[config.mk]
export PLATFORM = sky130hd
export DESIGN_NAME = fir_decim_buffer
export DESIGN_NICKNAME = d
export VERILOG_FILES = /design/src/rtl/fir_decim_buffer.sv
export SDC_FILE = /design/constraint.sdc
export NUM_CORES = 1
export LEC_CHECK = 0
export ABC_CLOCK_PERIOD_IN_PS = 3600
export BUFFER_PORTS_ARGS = -buffer_cell sky130_fd_sc_hd__buf_2
export CAP_MARGIN = 20
export CORE_MARGIN = 2
export CORE_UTILIZATION = 55
export DETAILED_ROUTE_END_ITERATION = 10
export GPL_TIMING_DRIVEN = 1
export HOLD_SLACK_MARGIN = 0.05
export PLACE_DENSITY = 0.74
export SLEW_MARGIN = 20
export SYNTH_ARGS = -nofsm -noshare
export SYNTH_HDL_FRONTEND = slang
export SYNTH_SLANG_ARGS = --single-unit
[constraint.sdc]
create_clock -name clk -period 3.6 [get_ports clk]
set_input_delay 0.72 -clock clk [delete_from_list [all_inputs] [get_ports clk]]
set_output_delay 0.72 -clock clk [all_outputs]
set_load 0.01 [all_outputs]
[src/rtl/fir_decim_buffer.sv]
// rtl/fir_decim_buffer.sv - FIR output decimator (accumulate-and-dump) with small output FIFO
module fir_decim_buffer #(
    parameter int DATA_W     = 8,
    parameter int DECIM      = 4,
    parameter int FIFO_DEPTH = 4
) (
    input  logic                            clk,
    input  logic                            rst,
    input  logic                            clr,
    input  logic                            in_valid,
    input  logic [DATA_W-1:0]               filter_out,
    output logic                            out_valid,
    input  logic                            out_ready,
    output logic [DATA_W-1:0]               out_data,
    output logic [$clog2(DECIM)-1:0]        phase,
    output logic [$clog2(FIFO_DEPTH):0]     fifo_level,
    output logic                            overflow
);
    localparam int PH_W  = $clog2(DECIM);
    localparam int PTR_W = $clog2(FIFO_DEPTH);
    localparam int LVL_W = PTR_W + 1;
    localparam int ACC_W = DATA_W + PH_W;

    logic [ACC_W-1:0]  acc_q, acc_d;
    logic [PH_W-1:0]   phase_q, phase_d;
    logic [PTR_W-1:0]  wr_ptr_q, wr_ptr_d, rd_ptr_q, rd_ptr_d;
    logic [LVL_W-1:0]  level_q, level_d;
    logic [DATA_W-1:0] out_data_q, out_data_d;
    logic              overflow_q, overflow_d;
    logic [DATA_W-1:0] mem_q [FIFO_DEPTH];

    logic [ACC_W-1:0]  sum;
    logic [DATA_W-1:0] result;
    logic              blk_done, full, pop, push_ok;

    always_comb begin
        sum      = acc_q + ACC_W'(filter_out);
        result   = sum[ACC_W-1:PH_W];
        blk_done = in_valid && (phase_q == PH_W'(DECIM - 1));
        full     = (level_q == LVL_W'(FIFO_DEPTH));
        pop      = (level_q != '0) && out_ready;
        // A pop in the same cycle frees the slot, so a full FIFO still accepts.
        push_ok  = blk_done && (!full || pop);

        acc_d      = acc_q;
        phase_d    = phase_q;
        wr_ptr_d   = wr_ptr_q;
        rd_ptr_d   = rd_ptr_q;
        level_d    = level_q;
        out_data_d = out_data_q;
        overflow_d = overflow_q;

        if (clr) begin
            acc_d      = '0;
            phase_d    = '0;
            wr_ptr_d   = '0;
            rd_ptr_d   = '0;
            level_d    = '0;
            out_data_d = '0;
            overflow_d = 1'b0;
        end else begin
            if (in_valid) begin
                if (blk_done) begin
                    acc_d   = '0;
                    phase_d = '0;
                end else begin
                    acc_d   = sum;
                    phase_d = phase_q + PH_W'(1);
                end
            end
            if (blk_done && !push_ok)
                overflow_d = 1'b1;
            if (push_ok)
                wr_ptr_d = wr_ptr_q + PTR_W'(1);
            if (pop)
                rd_ptr_d = rd_ptr_q + PTR_W'(1);
            case ({push_ok, pop})
                2'b10:   level_d = level_q + LVL_W'(1);
                2'b01:   level_d = level_q - LVL_W'(1);
                default: level_d = level_q;
            endcase
            // Head register tracks the next head; holds last value once empty.
            if (level_d != '0) begin
                if (push_ok && (wr_ptr_q == rd_ptr_d))
                    out_data_d = result;
                else
                    out_data_d = mem_q[rd_ptr_d];
            end
        end
    end

    always_ff @(posedge clk or posedge rst) begin
        if (rst) begin
            acc_q      <= '0;
            phase_q    <= '0;
            wr_ptr_q   <= '0;
            rd_ptr_q   <= '0;
            level_q    <= '0;
            out_data_q <= '0;
            overflow_q <= 1'b0;
        end else begin
            acc_q      <= acc_d;
            phase_q    <= phase_d;
            wr_ptr_q   <= wr_ptr_d;
            rd_ptr_q   <= rd_ptr_d;
            level_q    <= level_d;
            out_data_q <= out_data_d;
            overflow_q <= overflow_d;
        end
    end

    always_ff @(posedge clk) begin
        if (!clr && push_ok)
            mem_q[wr_ptr_q] <= result;
    end

    assign out_valid  = (level_q != '0);
    assign out_data   = out_data_q;
    assign phase      = phase_q;
    assign fifo_level = level_q;
    assign overflow   = overflow_q;
endmodule

==> flow_summary.toml, run 1 <==
[pwr]
fin_total_pwr_mw = 1.62
p_leak_nw = 1.60
clockPowerShare_pct = 40.3
p_int_mw = 1.22
pwr_density_cell_nw_per_um2 = 448
swShare_pct = 24.7
power.switching_mw = 0.402
comb_power_share_pct = 11.9
irDropWorstVdd_v = 0.000292
p_seq_share_pct = 47.8

[synthesis]
syn_area_um2 = 3250
synth_warnings = 0
yosys.cell_types.count = 44
synth-main-ff-cell = "edfxtp_1"
ys_async_sr_fraction_pct = 46.7
synthCells = 285
postSynthNetCount = 313
yosysSeqAreaShare_pct = 51.1
synth_edf_count = 32
synth-seq-cells = 60
synth_area_per_cell_um2 = 11.4

[setup_path]
r2r_cells = 11
r2r-start = "phase[0]"
path_max_fanout = 15
worstSetupEndpoint = "out_data[7]"
r2r_end = "out_data[7]"
startpoint = "phase[0]"
crit_slowest_cell = "fa_1"
path_buf_inv = 1
slowest_delay_ns = 0.46
worst-path-stages = 11
critPathTopFamily = "compound AO/OA/AOI/OAI gates"
worstPathCellList = "ha_1 > nand2_1 > nand3_1 > fa_1 > nor2b_1 > a221oi_1 > a31oi_1 > a32oi_1 > buf_4 > nand2_1 > o32ai_1"
startpoint_type = "flop"
rrSetupSlack_ns = 0.53
arrival_ns = 3.31
critPathKind = "reg -> reg"
cp.required_ns = 3.84
crit_top_cell = "nand2_1"
end_kind = "flop"

[cells_and_area]
final_core_util_pct = 64.7
final_cells = 389
stdcell_area_um2 = 3630
nNetsFinal = 340
final_common_cell = "edfxtp_1"
n_antenna_cell = 0
synthToLayoutAreaGrowth_pct = 11.6
drive_gt1_share_pct = 18.3
n_fill_cell = 468
most-common-layout-cells = "edfxtp_1 (32), nor2_1 (30), dfrtp_1 (28), buf_2 (27), nand2_1 (22)"

[clock_network]
cts_inserted_buffers = 9
cts_hold_buf = 0
cts_tree = "yes"
ctsResizeCount = 0
cts.clk_slew.worst_paths_ns = 0.07
max-clock-path-buffers = 2
h-tree-depth = 3
cts-root-buf = "clkbuf_8"
cts_setup_buffers = 0
cts.sinks = 60
clk_latency_ns = 0.34

[die]
die_height_um = 80.9
die-area_um2 = 6540
dieWidth_um = 80.9
core_area_um2 = 5610
start_util_pct = 58.0
rows = 27
ios = 28

[timing]
post-route-min-period_ns = 3.07
fmax_mhz = 326
setup-tns-final_ns = 0
drv_slew = 0
worst_slew_pin_slew_ns = 0.735
rsz0062_at_grt = "false"
setup_viol = 0
final.setup_skew_ns = 0.00806
finalHoldViolCount = 0
fin_ws_ns = 0.531
fin_crit_sh_pct = 85.3
hold_ws_ns = 0.445
max-slew-margin-rel_pct = 50.8

[global_route]
antenna_found_initial = 0
grt_use_total_pct = 21.3
grt_overflow = 0
grt_pass1_wl_mm = 10.2
grt_pass1_vias = 2152
grt_max_degree = 29

[status]
status = "finished, final reports clean"

[routing]
routed_wl_mm = 6.13
antenna_left = 0
wl_per_cell_um = 15.8
vias_per_cell = 5.78
drtIter0Drc = 184
vias = 2247
dr.pass1.iters = 4
drc_errors = 0

[place]
dp_slack_ns = 0.392
gpl.final_weighted_congestion = 0.866
dpl-instance-area_um2 = 3410
dp_cells = 373
io_buffer_count = 27
hpwl_mm = 4.29

[flow_run]
maxCapViolations = 0

[hold_path]
hp-class = "in -> async"
==> power groups by stage <==
stage,sequential [mW],clock (mW),combinational [mW]
detailed placement,0.789,0,0.195
CTS,0.776,0.665,0.196
global route,0.777,0.690,0.219
finish,0.776,0.654,0.194
global placement,0.789,0,0.189
floorplan,0.788,0,0.139
==> per-layer routing <==
metal | track usage (%) | vias up | routed length (um)
li1 | - | 1102 | -
met1 | 27.9 | 1077 | 2780
met2 | 33.8 | 63 | 2910
met3 | 4.22 | 5 | 387
met4 | 10.7 | 0 | 51
met5 | 0 | - | 0
==> flip-flops by register name, indices dropped and copies added (netlist names) <==
signal,flops
wr_ptr_q,2
phase,2
rd_ptr_q,2
fifo_level,3
acc_q,10
out_data,8
mem_q,32
overflow,1
==> cell usage after synthesis (2+ instances only) <==
| cell | instances | area share [%] |
|---|---|---|
| o21ai_0 | 13 | 2.0 |
| mux4_2 | 2 | 1.4 |
| a211oi_1 | 3 | 0.69 |
| buf_6 | 3 | 1.0 |
| fa_1 | 2 | 1.2 |
| nor2_1 | 30 | 3.5 |
| nor3_1 | 3 | 0.46 |
| xor2_1 | 2 | 0.54 |
| a32oi_1 | 3 | 0.81 |
| mux2_2 | 6 | 2.1 |
| o211ai_1 | 9 | 2.1 |
| nand3b_1 | 2 | 0.46 |
| o32ai_1 | 2 | 0.54 |
| nor2b_1 | 2 | 0.38 |
| clkbuf_1 | 7 | 0.81 |
| a31oi_1 | 7 | 1.3 |
| and3_1 | 7 | 1.3 |
| edfxtp_1 | 32 | 30 |
| and2_1 | 5 | 0.96 |
| dfrtp_1 | 28 | 22 |
| mux2i_1 | 17 | 5.2 |
| ha_1 | 13 | 5.0 |
| inv_1 | 14 | 1.6 |
| xnor2_1 | 8 | 2.2 |
| a21o_1 | 2 | 0.46 |
| a22oi_1 | 8 | 1.8 |
| nand2_1 | 22 | 2.5 |
| buf_4 | 3 | 0.69 |
| nand3_1 | 5 | 0.77 |
| a21oi_1 | 11 | 1.7 |
==> worst min-delay path by stage <==
stage                        start  cells after the start        to
after floorplan           acc_q[6]                      2  acc_q[6]
after global placement    overflow                      2  overflow
after detailed placement  overflow                      2  overflow
after CTS                      rst                      3  acc_q[3]
after global routing           rst                      3  acc_q[3]
final                          rst                      3  phase[1]
==> area by class of cell <==
class | count | area (um2) | share of cell area (%)
Sequential cell | 60 | 1660 | 45.8
Clock inverter | 6 | 88.8 | 2.45
Inverter | 14 | 52.6 | 1.45
Timing Repair Buffer | 30 | 158 | 4.35
Multi-Input combinational cell | 197 | 1450 | 39.9
Tap cell | 72 | 90.1 | 2.48
Clock buffer | 10 | 128 | 3.52
==> kinds of logic after synthesis <==
logic type | Yosys count | share of synthesized area (%)
xor+xnor | 12 | 4.04
compound gates | 64 | 14.0
buf+inv | 28 | 4.31
fa+ha+maj | 15 | 6.24
mux | 25 | 8.70
simple gates | 81 | 11.6
flops | 60 | 51.1
==> worst min-delay path, stage by stage <==
cell and delay, ns:
buf_2 0.09, inv_1 0.04, buf_4 0.34
Power figures use the tool's default switching activity.
==> run 2: changes to the inputs <==
--- a/config.mk
+++ b/config.mk
@@ -14,6 +14,8 @@
 export GPL_TIMING_DRIVEN = 1
 export HOLD_SLACK_MARGIN = 0.05
 export PLACE_DENSITY = 0.74
+export SETUP_SLACK_MARGIN = 0.5
+export SKIP_LAST_GASP = 1
 export SLEW_MARGIN = 20
 export SYNTH_ARGS = -nofsm -noshare
 export SYNTH_HDL_FRONTEND = slang
==> constraint.sdc (replaced) <==
create_clock -name clk -period 3.6 [get_ports clk]
set_input_delay 0.72 -clock clk [delete_from_list [all_inputs] [get_ports clk]]
set_output_delay 0.72 -clock clk [all_outputs]
set_load 0.005 [all_outputs]
==> flow_summary.toml, run 2 (same netlist as run 1, synthesis figures left out) <==
[routing]
antenna_left = 0
drtIter0Drc = 183
vias_per_cell = 5.80
routed_wl_mm = 6.23
vias = 2274
wl_per_cell_um = 15.9
dr.pass1.iters = 4
drc_errors = 0

[die]
rows = 27
ios = 28
die-area_um2 = 6540
dieWidth_um = 80.9
die_height_um = 80.9
core_area_um2 = 5610
start_util_pct = 58.0

[global_route]
grt_use_total_pct = 21.3
antenna_found_initial = 0
use_met2_pct = 33.8
grt_max_degree = 29
grt_pass1_wl_mm = 10.2
grt_pass1_vias = 2152
met3_usage_pct = 4.22
grt_overflow = 0
grt_use_met1_pct = 27.9
grt_most_used_layer = "met2"

[place]
io_buffer_count = 27
dp_slack_ns = 0.392
gpl.final_weighted_congestion = 0.866
dpl-instance-area_um2 = 3410
hpwl_mm = 4.29

[timing]
worst_slew_pin_slew_ns = 0.775
finalHoldViolCount = 0
drv_slew = 0
max-slew-margin-rel_pct = 48.2
setup_viol = 0
fin_ws_ns = 0.723
fmax_mhz = 348
post-route-min-period_ns = 2.88
rsz0062_at_grt = "false"
setup-tns-final_ns = 0
final.setup_skew_ns = 0.00769
fin_crit_sh_pct = 79.9

[cells_and_area]
most-common-layout-cells = "edfxtp_1 (32), nor2_1 (30), buf_2 (27), dfrtp_1 (26), nand2_1 (21)"
nNetsFinal = 343
n_fill_cell = 463
synthToLayoutAreaGrowth_pct = 12.7
n_antenna_cell = 0
stdcell_area_um2 = 3660
drive_gt1_share_pct = 20.3
final_common_cell = "edfxtp_1"
multi_input_area_um2 = 1460
top_register = "mem_q"
largest_register_ffs = 32
ff_latch_area_um2 = 1660

[pwr]
pwr_density_cell_nw_per_um2 = 444
irDropWorstVdd_v = 0.000294
fin_total_pwr_mw = 1.63
p_leak_nw = 1.62

[clock_network]
cts.clk_slew.worst_paths_ns = 0.07
cts_tree = "yes"
clk_latency_ns = 0.34
h-tree-depth = 3
cts_hold_buf = 0
max-clock-path-buffers = 2
cts_inserted_buffers = 9
cts-root-buf = "clkbuf_8"
cts.sinks = 60

[hold_path]
hp-class = "in -> async"

[status]
status = "finished, final reports clean"

[flow_run]
maxCapViolations = 0

[setup_path]
cp.required_ns = 3.82
critPathKind = "reg -> reg"
end_kind = "flop"
r2r_cells = 11
startpoint_type = "flop"
path_max_fanout = 11
arrival_ns = 3.10
## run 2: changes by cell type in the layout (fill, tap and decap cells not counted)
cell and delta:
nand2_4 +1, fa_2 +1, dfrtp_1 -2, buf_4 +3
fa_1 -1, nand2_1 -1, dfrtp_2 +2
## run 2: power by group
group / switching (mW) / internal, mW / total, mW
Sequential: 0.0109 / 0.765 / 0.776
Combinational: 0.126 / 0.0687 / 0.195
Clock: 0.266 / 0.389 / 0.655
## run 2: worst paths after layout
path | endpoint | slack [ns] | from
worst min-delay path | phase[1] | 0.44 | rst
worst max register to register | out_data[3] | 0.72 | phase[0]
worst max-delay path | out_data[3] | 0.72 | phase[0]
max in group asynchronous | fifo_level[1] | 2.85 | rst
worst min register to register | overflow | 0.50 | overflow
min in group clk | overflow | 0.50 | overflow
## run 2: per-stage QoR
step,hold WS (ns),util (%),cells
global placement,0.474,60.8,373
detailed placement,0.489,60.8,373
CTS,0.449,64.7,389
finish,0.442,65.3,392
floorplan,0.486,-,285
global route,0.512,65.3,392
## run 2: final cells by class
type,count,share of cell area (%)
multi-input combinational,197,39.8
sequential,60,45.4
clock inverter,6,2.43
inverter,14,1.43
tap,72,2.46
timing repair buffer,33,4.92
clock buffer,10,3.48
## run 2: critical path: stages (launching register included)
cell and delay [ns]:
dfrtp_1 0.41, ha_1 0.30, nand2_4 0.15, nand3_1 0.12
fa_2 0.40, or4_1 0.51, a31oi_1 0.21, a32oi_1 0.14
buf_4 0.18, buf_4 0.14, o21ai_0 0.14, a31oi_1 0.06
## run 2: routing by layer
| metal | routed length, um | vias to the layer above |
|---|---|---|
| met4 | 133 | 0 |
| li1 | - | 1104 |
| met5 | 0 | - |
| met2 | 2940 | 64 |
| met1 | 2800 | 1095 |
| met3 | 348 | 11 |
## run 2: what timing repair did
action	4_1_cts	5_1_grt
setup endpoints to repair	0	8
hold endpoints to repair	0	0
buffers inserted	0	3
resized for setup	0	5
